## src/rtl/mem_access_stage.sv

```systemverilog
// Memory-access pipeline stage: turns an EX/MEM load/store into a single
// registered data-memory request, waits for the acknowledge (or aborts after
// MAX_WAIT cycles), and hands the extended load result to MEM/WB.
module mem_access_stage #(
    parameter int unsigned MAX_WAIT = 255
) (
    input  logic        clk,
    input  logic        rst,
    input  logic        mem_read_mem,
    input  logic        mem_write_mem,
    input  logic [2:0]  funct3_mem,
    input  logic [31:0] alu_result_mem,
    input  logic [31:0] rs2_data_mem,
    input  logic        stall_in,
    input  logic        dmem_ack,
    input  logic [31:0] dmem_rdata,
    output logic        dmem_req,
    output logic        dmem_we,
    output logic [31:0] dmem_addr,
    output logic [31:0] dmem_wdata,
    output logic [3:0]  dmem_be,
    output logic [31:0] mem2reg_data,
    output logic        stall_mem,
    output logic        misaligned_exc,
    output logic        bus_err
);

    // Counter value seen in the last BUSY cycle allowed before the abort.
    localparam logic [7:0] LAST_WAIT = 8'(MAX_WAIT - 1);

    typedef enum logic [1:0] {IDLE, BUSY, DONE} state_t;

    state_t      state, state_next;
    logic [7:0]  wait_cnt;
    logic        mem_access, misaligned, start, ack_hit, timeout;
    logic        is_load_q;
    logic [2:0]  f3_q;
    logic [1:0]  off_q;

    // Byte enables for a store of the size encoded in funct3 at byte offset off.
    function automatic logic [3:0] lane_be(input logic [2:0] f3, input logic [1:0] off);
        case (f3[1:0])
            2'b00:   lane_be = 4'b0001 << off;
            2'b01:   lane_be = 4'b0011 << {off[1], 1'b0};
            default: lane_be = 4'b1111;
        endcase
    endfunction

    // Store data replicated across all lanes so the enabled lanes see it.
    function automatic logic [31:0] lane_data(input logic [2:0] f3, input logic [31:0] rs2);
        case (f3[1:0])
            2'b00:   lane_data = {4{rs2[7:0]}};
            2'b01:   lane_data = {2{rs2[15:0]}};
            default: lane_data = rs2;
        endcase
    endfunction

    // Pick the addressed byte/half out of the read word and extend it.
    function automatic logic [31:0] load_extend(input logic [2:0] f3, input logic [1:0] off,
                                                input logic [31:0] word);
        logic [7:0]  b;
        logic [15:0] h;
        case (off)
            2'd0:    b = word[7:0];
            2'd1:    b = word[15:8];
            2'd2:    b = word[23:16];
            default: b = word[31:24];
        endcase
        h = off[1] ? word[31:16] : word[15:0];
        case (f3)
            3'b000:  load_extend = {{24{b[7]}}, b};
            3'b001:  load_extend = {{16{h[15]}}, h};
            3'b100:  load_extend = {24'd0, b};
            3'b101:  load_extend = {16'd0, h};
            default: load_extend = word;
        endcase
    endfunction

    assign mem_access = mem_read_mem | mem_write_mem;
    assign misaligned = ((funct3_mem[1:0] == 2'b01) && alu_result_mem[0]) ||
                        (funct3_mem[1] && (alu_result_mem[1:0] != 2'b00));

    // State register.
    always_ff @(posedge clk or negedge rst) begin
        if (!rst) state <= IDLE;
        else      state <= state_next;
    end

    // Next-state decode plus the combinational stall and exception flags.
    always_comb begin
        state_next     = state;
        stall_mem      = 1'b0;
        misaligned_exc = 1'b0;
        start          = 1'b0;
        ack_hit        = 1'b0;
        timeout        = 1'b0;
        case (state)
            IDLE: begin
                if (mem_access) begin
                    if (misaligned) begin
                        misaligned_exc = 1'b1;
                    end else begin
                        stall_mem  = 1'b1;
                        start      = 1'b1;
                        state_next = BUSY;
                    end
                end
            end
            BUSY: begin
                stall_mem = 1'b1;
                if (dmem_ack) begin
                    ack_hit    = 1'b1;
                    state_next = DONE;
                end else if (wait_cnt == LAST_WAIT) begin
                    timeout    = 1'b1;
                    state_next = DONE;
                end
            end
            DONE: begin
                if (!stall_in) state_next = IDLE;
            end
            default: state_next = IDLE;
        endcase
    end

    // Request registers, wait counter, load buffer and bus-error pulse.
    always_ff @(posedge clk or negedge rst) begin
        if (!rst) begin
            dmem_req     <= 1'b0;
            dmem_we      <= 1'b0;
            dmem_addr    <= '0;
            dmem_wdata   <= '0;
            dmem_be      <= '0;
            mem2reg_data <= '0;
            bus_err      <= 1'b0;
            wait_cnt     <= '0;
            is_load_q    <= 1'b0;
            f3_q         <= '0;
            off_q        <= '0;
        end else begin
            bus_err <= timeout;
            if (start) begin
                dmem_req   <= 1'b1;
                dmem_we    <= mem_write_mem;
                dmem_addr  <= {alu_result_mem[31:2], 2'b00};
                dmem_wdata <= lane_data(funct3_mem, rs2_data_mem);
                dmem_be    <= lane_be(funct3_mem, alu_result_mem[1:0]);
                is_load_q  <= mem_read_mem & ~mem_write_mem;
                f3_q       <= funct3_mem;
                off_q      <= alu_result_mem[1:0];
                wait_cnt   <= '0;
            end
            if (state == BUSY && !dmem_ack) wait_cnt <= wait_cnt + 8'd1;
            if (ack_hit || timeout) dmem_req <= 1'b0;
            if (ack_hit && is_load_q) mem2reg_data <= load_extend(f3_q, off_q, dmem_rdata);
            if (timeout && is_load_q) mem2reg_data <= '0;
        end
    end

endmodule
```

## config.mk

```make
export PLATFORM = sky130hd
export DESIGN_NAME = mem_access_stage
export DESIGN_NICKNAME = d
export VERILOG_FILES = /design/src/rtl/mem_access_stage.sv
export SDC_FILE = /design/constraint.sdc
export NUM_CORES = 1
export LEC_CHECK = 0
export CORE_ASPECT_RATIO = 1.2
export CORE_MARGIN = 2
export CORE_UTILIZATION = 63
export CTS_CLUSTER_SIZE = 40
export DETAILED_ROUTE_END_ITERATION = 8
export DONT_BUFFER_PORTS = 1
export PLACE_DENSITY = 0.81
export REMOVE_ABC_BUFFERS = 1
export SETUP_SLACK_MARGIN = 0.3
export SLEW_MARGIN = 30
export SYNTH_ARGS = -nofsm -noshare
export SYNTH_HDL_FRONTEND = slang
export SYNTH_SLANG_ARGS = --single-unit
export TNS_END_PERCENT = 10
```

## constraint.sdc

```tcl
create_clock -name clk -period 2.5 [get_ports clk]
set_clock_uncertainty 0.05 [all_clocks]
set_input_delay 0.375 -clock clk [delete_from_list [all_inputs] [get_ports clk]]
set_output_delay 0.375 -clock clk [all_outputs]
set_load 0.02 [all_outputs]
```

==> results of run 1 <==
==> cells in the final DEF (no fill, tap or decap), drive strengths merged, types with 3 or more instances in the layout <==
cell type and count:
nand3 7, or2 3, mux2 48, a221o 16, buf 6, clkinv 6, nand2b 9, dlygate4sd3 61
clkbuf 20, or3 6, a31oi 4, inv 7, o221ai 6, bufinv 4, nand2 46, and2 4
o2bb2ai 8, dfrtp 117, mux2i 31, a21oi 23, nor2 14, a32o 7, o21ai 44
==> worst max path at each step <==
stage	cells past startpoint	slack, ns	start	endpoint
floorplan	4	-2.81	funct3_mem[1]	wait_cnt[0]
finish	4	0.40	f3_q[0]	mem2reg_data[31]
global route	4	0.31	f3_q[0]	mem2reg_data[28]
global placement	4	0.54	f3_q[0]	mem2reg_data[19]
CTS	4	0.43	f3_q[0]	mem2reg_data[20]
detailed placement	4	0.48	f3_q[0]	mem2reg_data[17]
==> cell families after synthesis <==
| group | after synthesis | share of synthesized area, % |
|---|---|---|
| adder cells (fa/ha/maj) | 2 | 0.4671 |
| flip-flops | 117 | 54.66 |
| buffers and inverters | 40 | 3.387 |
| other | 1 | 0.07001 |
| AO/OA/AOI/OAI | 120 | 16.07 |
| multiplexers | 79 | 16.02 |
| AND/OR/NAND/NOR | 101 | 9.320 |
==> report_power, final <==
part / total [mW] / internal [mW] / switching (mW) / leakage, nW
clock: 2.52 / 1.67 / 0.848 / 0.301
sequential: 4.46 / 2.75 / 1.71 / 1.44
combinational: 2.18 / 1.09 / 1.09 / 1.17
==> metal layers <==
metal	track usage, %	up-vias	share of wire [%]
met1	34.06	2014	35
met2	54.46	239	52
met3	12.88	49	9.9
met5	0	-	0
met4	14.18	0	3.4
li1	-	1789	-
==> state kept, by name, summed over array words and instances (netlist names) <==
register / cells
mem2reg_data: 32
off_q: 2
bus_err: 1
f3_q: 3
dmem_be: 4
dmem_wdata: 32
dmem_we: 1
wait_cnt: 8
state: 2
dmem_addr: 30
is_load_q: 1
dmem_req: 1
==> per-stage QoR <==
stage                     instances  instance area [µm²]
after floorplan                 428                 5205
after global placement          548                 5405
after detailed placement        548                 5405
after CTS                       640                 6628
after global routing            641                 6640
final                           641                 6640
==> cells in the mapped netlist, drive strengths merged, types with 7 or more instances <==
cell type | number | area, µm²
clkbuf | 18 | 67.56
o2bb2ai | 8 | 70.07
nand2b | 9 | 56.30
dfrtp | 117 | 2928
nor2 | 14 | 62.56
a21oi | 23 | 115.1
nand3 | 7 | 35.03
nand2 | 46 | 172.7
mux2i | 31 | 310.3
a221o | 16 | 177.7
buf | 15 | 87.58
o21ai | 44 | 220.2
mux2 | 48 | 548.0
a32o | 7 | 70.07
==> final cells by class <==
| class | instances | share of cell area, % |
|---|---|---|
| clock buffers | 20 | 6.708 |
| clock inverters | 12 | 2.657 |
| inverters | 7 | 0.3957 |
| multi-input cells | 304 | 33.94 |
| flip-flops and latches | 117 | 44.09 |
| well taps | 114 | 2.148 |
| repair buffers | 67 | 10.06 |
==> repair_timing <==
| item | CTS | global route |
|---|---|---|
| hold endpoints to repair | 179 | 118 |
| hold buffers | 60 | 1 |
| endpoints found under the setup margin | 0 | 16 |
==> critical path, cell delays in order (launching register included) <==
cell	delay (ns)
dfrtp_1	0.48
and2b_2	0.28
a22oi_4	0.12
a2111oi_4	0.86
a221o_1	0.23
==> key figures, run 1 <==
STA
  – Slew HR: 36.14%
  – Period utilization: 83.89%
  – Unrepaired setup endpoints after global routing: false
  – Fmax: 0.4768 GHz
  – Final Worst Setup Slack: 0.4027 ns
  – Fin. Hold Viols: 117
  – Tightest Pin Transition: 0.9579 ns
  – Max Slew Vio Count: 0
  – Fin Hold WS: -0.4857 ns
  – Min Tclk post-route: 2.097 ns
  – Setup TNS: 0 ns
  – Final setup viols: 0

Cells and area
  – Register area: 2928 µm²
  – Layout cells sized above 1: 21.06%
  – Fill count: 467
  – # diodes: 0
  – Area occupied by multi-input gates: 2253 µm²
  – Total Nets Final: 621
  – Area Growth Syn to Fin: 23.97%
  – Core Util, Final: 81.00%

CTS
  – Worst skew pair latency: 0.51 ns
  – Clock sink total: 117
  – Post-cts resize count: 0
  – CTS clk-pin slew, worst paths: 0.05 ns
  – H-tree levels: 4
  – Setup Fix Bufs, Post-CTS: 0
  – Total CTS buffers: 17
  – Max clock buf depth: 2
  – Root Buffer: clkbuf_8
  – CTS tree: built

Global routing
  – Total grt overflow: 0
  – Largest net degree at the start of global routing: 118
  – First-pass GRT wire length: 22420 µm
  – Vias in the first global route: 4388
  – Tot GR Track Use: 31.96%
  – Initial antenna violation count: 0

Synthesis
  – Cell area after synthesis: 5356 µm²
  – Sequential area share after synthesis: 54.66%
  – EDFF count, synth: 0
  – Primary FF master, synth: dfrtp_1
  – YS warnings: 0
  – Asr flop ratio synth: 100.0%
  – Synth Area per Inst: 11.64 µm²
  – Synth Register Bits: 117
  – Yosys cell types: 51
  – Syn Inst Count: 460

Floorplanning
  – Die ar.: 9259 µm²
  – Cell row count: 36
  – Die Wd: 88.18 µm
  – Core box area: 8198 µm²
  – Die Y: 105.0 µm
  – I/O pin count: 210
  – Initial Util: 65.34%

Power
  – Design Power: 9.157 mW
  – Leakage: 2.911 nW
  – Peak supply drop: 890.8 µV
  – PD cells: 1379 nW/µm²

Outcome
  – Status: complete, but fails checks
  – Failing checks: hold timing

Place
  – IO Port Bufs: 0
  – DP HPWL: 8562 µm
  – Pre-CTS WS: 0.4751 ns
  – Routability cong.: 0.8423

Setup path
  – WP data arrival: 2.48 ns
  – Reg-to-reg setup timing slack: 0.40 ns
  – Crit Path Max Fanout: 16
  – Worst R2R Start: f3_q[0]
  – Worst reg2reg endpoint: mem2reg_data[31]
  – WP data required: 2.88 ns
  – R2R cell count: 4
  – CP Class: flop to flop
  – Startpoint types: flop
  – Crit path capture type: flop

Job
  – Maxcap violations: 0

Hold path
  – Worst min path class: primary input to async pin

Detailed routing
  – Vias: 4091
  – Post-route DRC violation count: 0
  – Drt pass-1 iters: 5
  – Total Routed Length: 14470 µm
  – Antenna viol nets, final: 0
  – Drt wl/cell: 22.58 µm
  – Starting DRC count in detailed routing: 290
  – Via-per-instance ratio: 6.382
(Power assumes the default switching activity.)
==> run 2, diff against run 1 <==
==> constraint.sdc (replaced) <==
create_clock -name clk -period 2 [get_ports clk]
set_clock_uncertainty 0.05 [all_clocks]
set_input_delay 0.3 -clock clk [delete_from_list [all_inputs] [get_ports clk]]
set_output_delay 0.3 -clock clk [all_outputs]
set_load 0.02 [all_outputs]
==> key figures, run 2 (same netlist as run 1, synthesis figures left out) <==
CTS
  – Hold Buf Count CTS: 93 (+55%)
  – H-tree levels: 4 (unchanged)
  – CTS clk-pin slew, worst paths: 0.06 ns (about the same)
  – Max clock buf depth: 2 (unchanged)
  – Root Buffer: clkbuf_8
  – Worst skew pair latency: 0.50 ns (about the same)
  – Total CTS buffers: 17 (unchanged)
  – CTS tree: built
  – Clock sink total: 117 (unchanged)

Setup path
  – Crit-path max cell delay: 0.44 ns (-0.42 ns)
  – WP data required: 2.33 ns (-0.55 ns)
  – Critical path's slowest cell: dfrtp_2
  – Startpoint types: flop
  – Cell family with most CP delay: compound AO/OA/AOI/OAI gates
  – Crit Path Max Fanout: 16 (unchanged)
  – Worst R2R Start: off_q[0]
  – Crit path capture type: flop
  – WP data arrival: 2.10 ns (-0.38 ns)
  – CP startpoint: off_q[0]
  – CP Class: flop to flop
  – CP Buf/Inv Count: 1 (+1)
  – Worst path cell trace: mux2_4 -> a22oi_4 -> a2111oi_4 -> buf_12 -> a221o_2

Global routing
  – Initial antenna violation count: 0 (unchanged)
  – Largest net degree at the start of global routing: 118 (unchanged)
  – Tot GR Track Use: 35.73% (+3.8 points)
  – Vias in the first global route: 4706 (+7.2%)
  – Total grt overflow: 0 (unchanged)
  – First-pass GRT wire length: 24980 µm (+11%)

Detailed routing
  – Vias: 4402 (+7.6%)
  – Starting DRC count in detailed routing: 400 (+38%)
  – Via-per-instance ratio: 6.436 (+0.84%)
  – Drt wl/cell: 23.62 µm (+4.6%)
  – Total Routed Length: 16160 µm (+12%)
  – Drt pass-1 iters: 4 (-1)
  – Antenna viol nets, final: 0 (unchanged)
  – Post-route DRC violation count: 0 (unchanged)

STA
  – Min Tclk post-route: 1.768 ns (-0.3296 ns)
  – Unrepaired setup endpoints after global routing: true
  – Slew HR: 61.22% (+25 points)
  – Final setup viols: 0 (unchanged)
  – Period utilization: 88.39% (+4.5 points)
  – Fmax: 0.5657 GHz (+19%)
  – Final Worst Setup Slack: 0.2323 ns (-0.1704 ns)
  – Fin. Hold Viols: 117 (unchanged)
  – Tightest Pin Transition: 0.5817 ns (-0.3762 ns)
  – Setup TNS: 0 ns (unchanged)
  – Max Slew Vio Count: 0 (unchanged)
  – Fin Hold WS: -0.5565 ns (-0.07083 ns)

Power
  – Reg power frac: 47.8% (-0.9 points)
  – Design Power: 11.69 mW (+28%)
  – Leakage: 3.090 nW (+6.2%)
  – PD cells: 1653 nW/µm² (+20%)
  – Logic pwr share: 26.8% (+3.0 points)
  – Psw: 4.799 mW (+32%)
  – Peak supply drop: 962.8 µV (+8.1%)
  – Switching Fraction: 41.06% (+1.2 points)
  – Cell-internal power: 6.889 mW (+25%)
  – Clk pwr share: 25.4% (-2.1 points)

Floorplanning
  – I/O pin count: 210 (unchanged)
  – Core box area: 8198 µm² (unchanged)
  – Cell row count: 36 (unchanged)
  – Die ar.: 9259 µm² (unchanged)
  – Initial Util: 65.34% (unchanged)
  – Die Wd: 88.18 µm (unchanged)
  – Die Y: 105.0 µm (unchanged)

Cells and area
  – Area Growth Syn to Fin: 31.98%
  – Most common cell after layout, fill and taps aside: dfrtp_1
  – Fill count: 366 (-22%)
  – Most frequent cells in the layout: dfrtp_1, dlygate4sd3_1, mux2_2
  – Layout cells sized above 1: 22.63% (+1.6 points)
  – Core Util, Final: 86.23% (+5.2 points)
  – Total Nets Final: 664 (+6.9%)
  – Biggest regs: dmem_wdata x32, mem2reg_data x32, dmem_addr x30
  – # diodes: 0 (unchanged)

Outcome
  – Status: complete, but fails checks
  – Failing checks: hold timing

Place
  – Pre-CTS WS: 0.06192 ns (-0.4132 ns)
  – IO Port Bufs: 0 (unchanged)
  – DP HPWL: 8419 µm (-1.7%)
  – Routability cong.: 0.8423 (unchanged)

Job
  – Maxcap violations: 0 (unchanged)

Hold path
  – Worst min path class: primary input to async pin
## run 2: routing by layer
metal / global-route usage, % / vias up / wire, µm
li1: - / 1866 / -
met1: 40.95 / 2162 / 5582
met2: 60.63 / 327 / 8422
met3: 11.37 / 47 / 1635
met4: 14.72 / 0 / 517
met5: 0 / - / 0
## run 2: path summary, 6_finish.rpt
| check | end | slack, ns | depth (start not counted) |
|---|---|---|---|
| worst max-delay path | mem2reg_data[16] | 0.23 | 5 |
| worst min-delay path | dmem_req | -0.56 | 0 |
| worst max register to register | mem2reg_data[16] | 0.23 | 5 |
| worst min register to register | wait_cnt[5] | 0.44 | 1 |
| max in group asynchronous | off_q[0] | 2.26 | 0 |
| min in group clk | dmem_wdata[30] | 0.01 | 3 |
## run 2: layout make-up
class / count / area [µm²] / share of cell area (%)
Clock buffer: 18 / 417.9 / 5.912
Tap cell: 114 / 142.6 / 2.018
Timing Repair Buffer: 110 / 1114 / 15.75
Multi-Input combinational cell: 304 / 2278 / 32.23
Clock inverter: 14 / 161.4 / 2.283
Sequential cell: 117 / 2929 / 41.43
Inverter: 7 / 26.28 / 0.3717
## run 2: power by group through the flow
stage                     clock [mW]  combinational [mW]  sequential, mW
after floorplan                    0                2.09            5.32
after global placement             0                2.54            5.49
after detailed placement           0                2.67            5.53
after CTS                       2.96                2.94            5.51
after global routing            3.10                3.37            5.70
final                           2.96                3.14            5.59
## run 2: through the flow
| stage | instances | hold slack [ns] | cell area (µm²) |
|---|---|---|---|
| 3_3_place_gp | 556 | -0.04221 | 5478 |
| 4_1_cts | 684 | -0.5767 | 7064 |
| 6_report | 684 | -0.5565 | 7069 |
| 3_5_place_dp | 556 | -0.04207 | 5478 |
| 2_1_floorplan | 428 | -0.04559 | 5205 |
| 5_1_grt | 684 | -0.5833 | 7069 |
## run 2: what timing repair did
action                     in CTS  in global routing
hold endpoints to repair      215                117
pin swaps                       5                  0
setup endpoints to repair      29                 61
buffers inserted                3                  0
resized for setup              10                  2
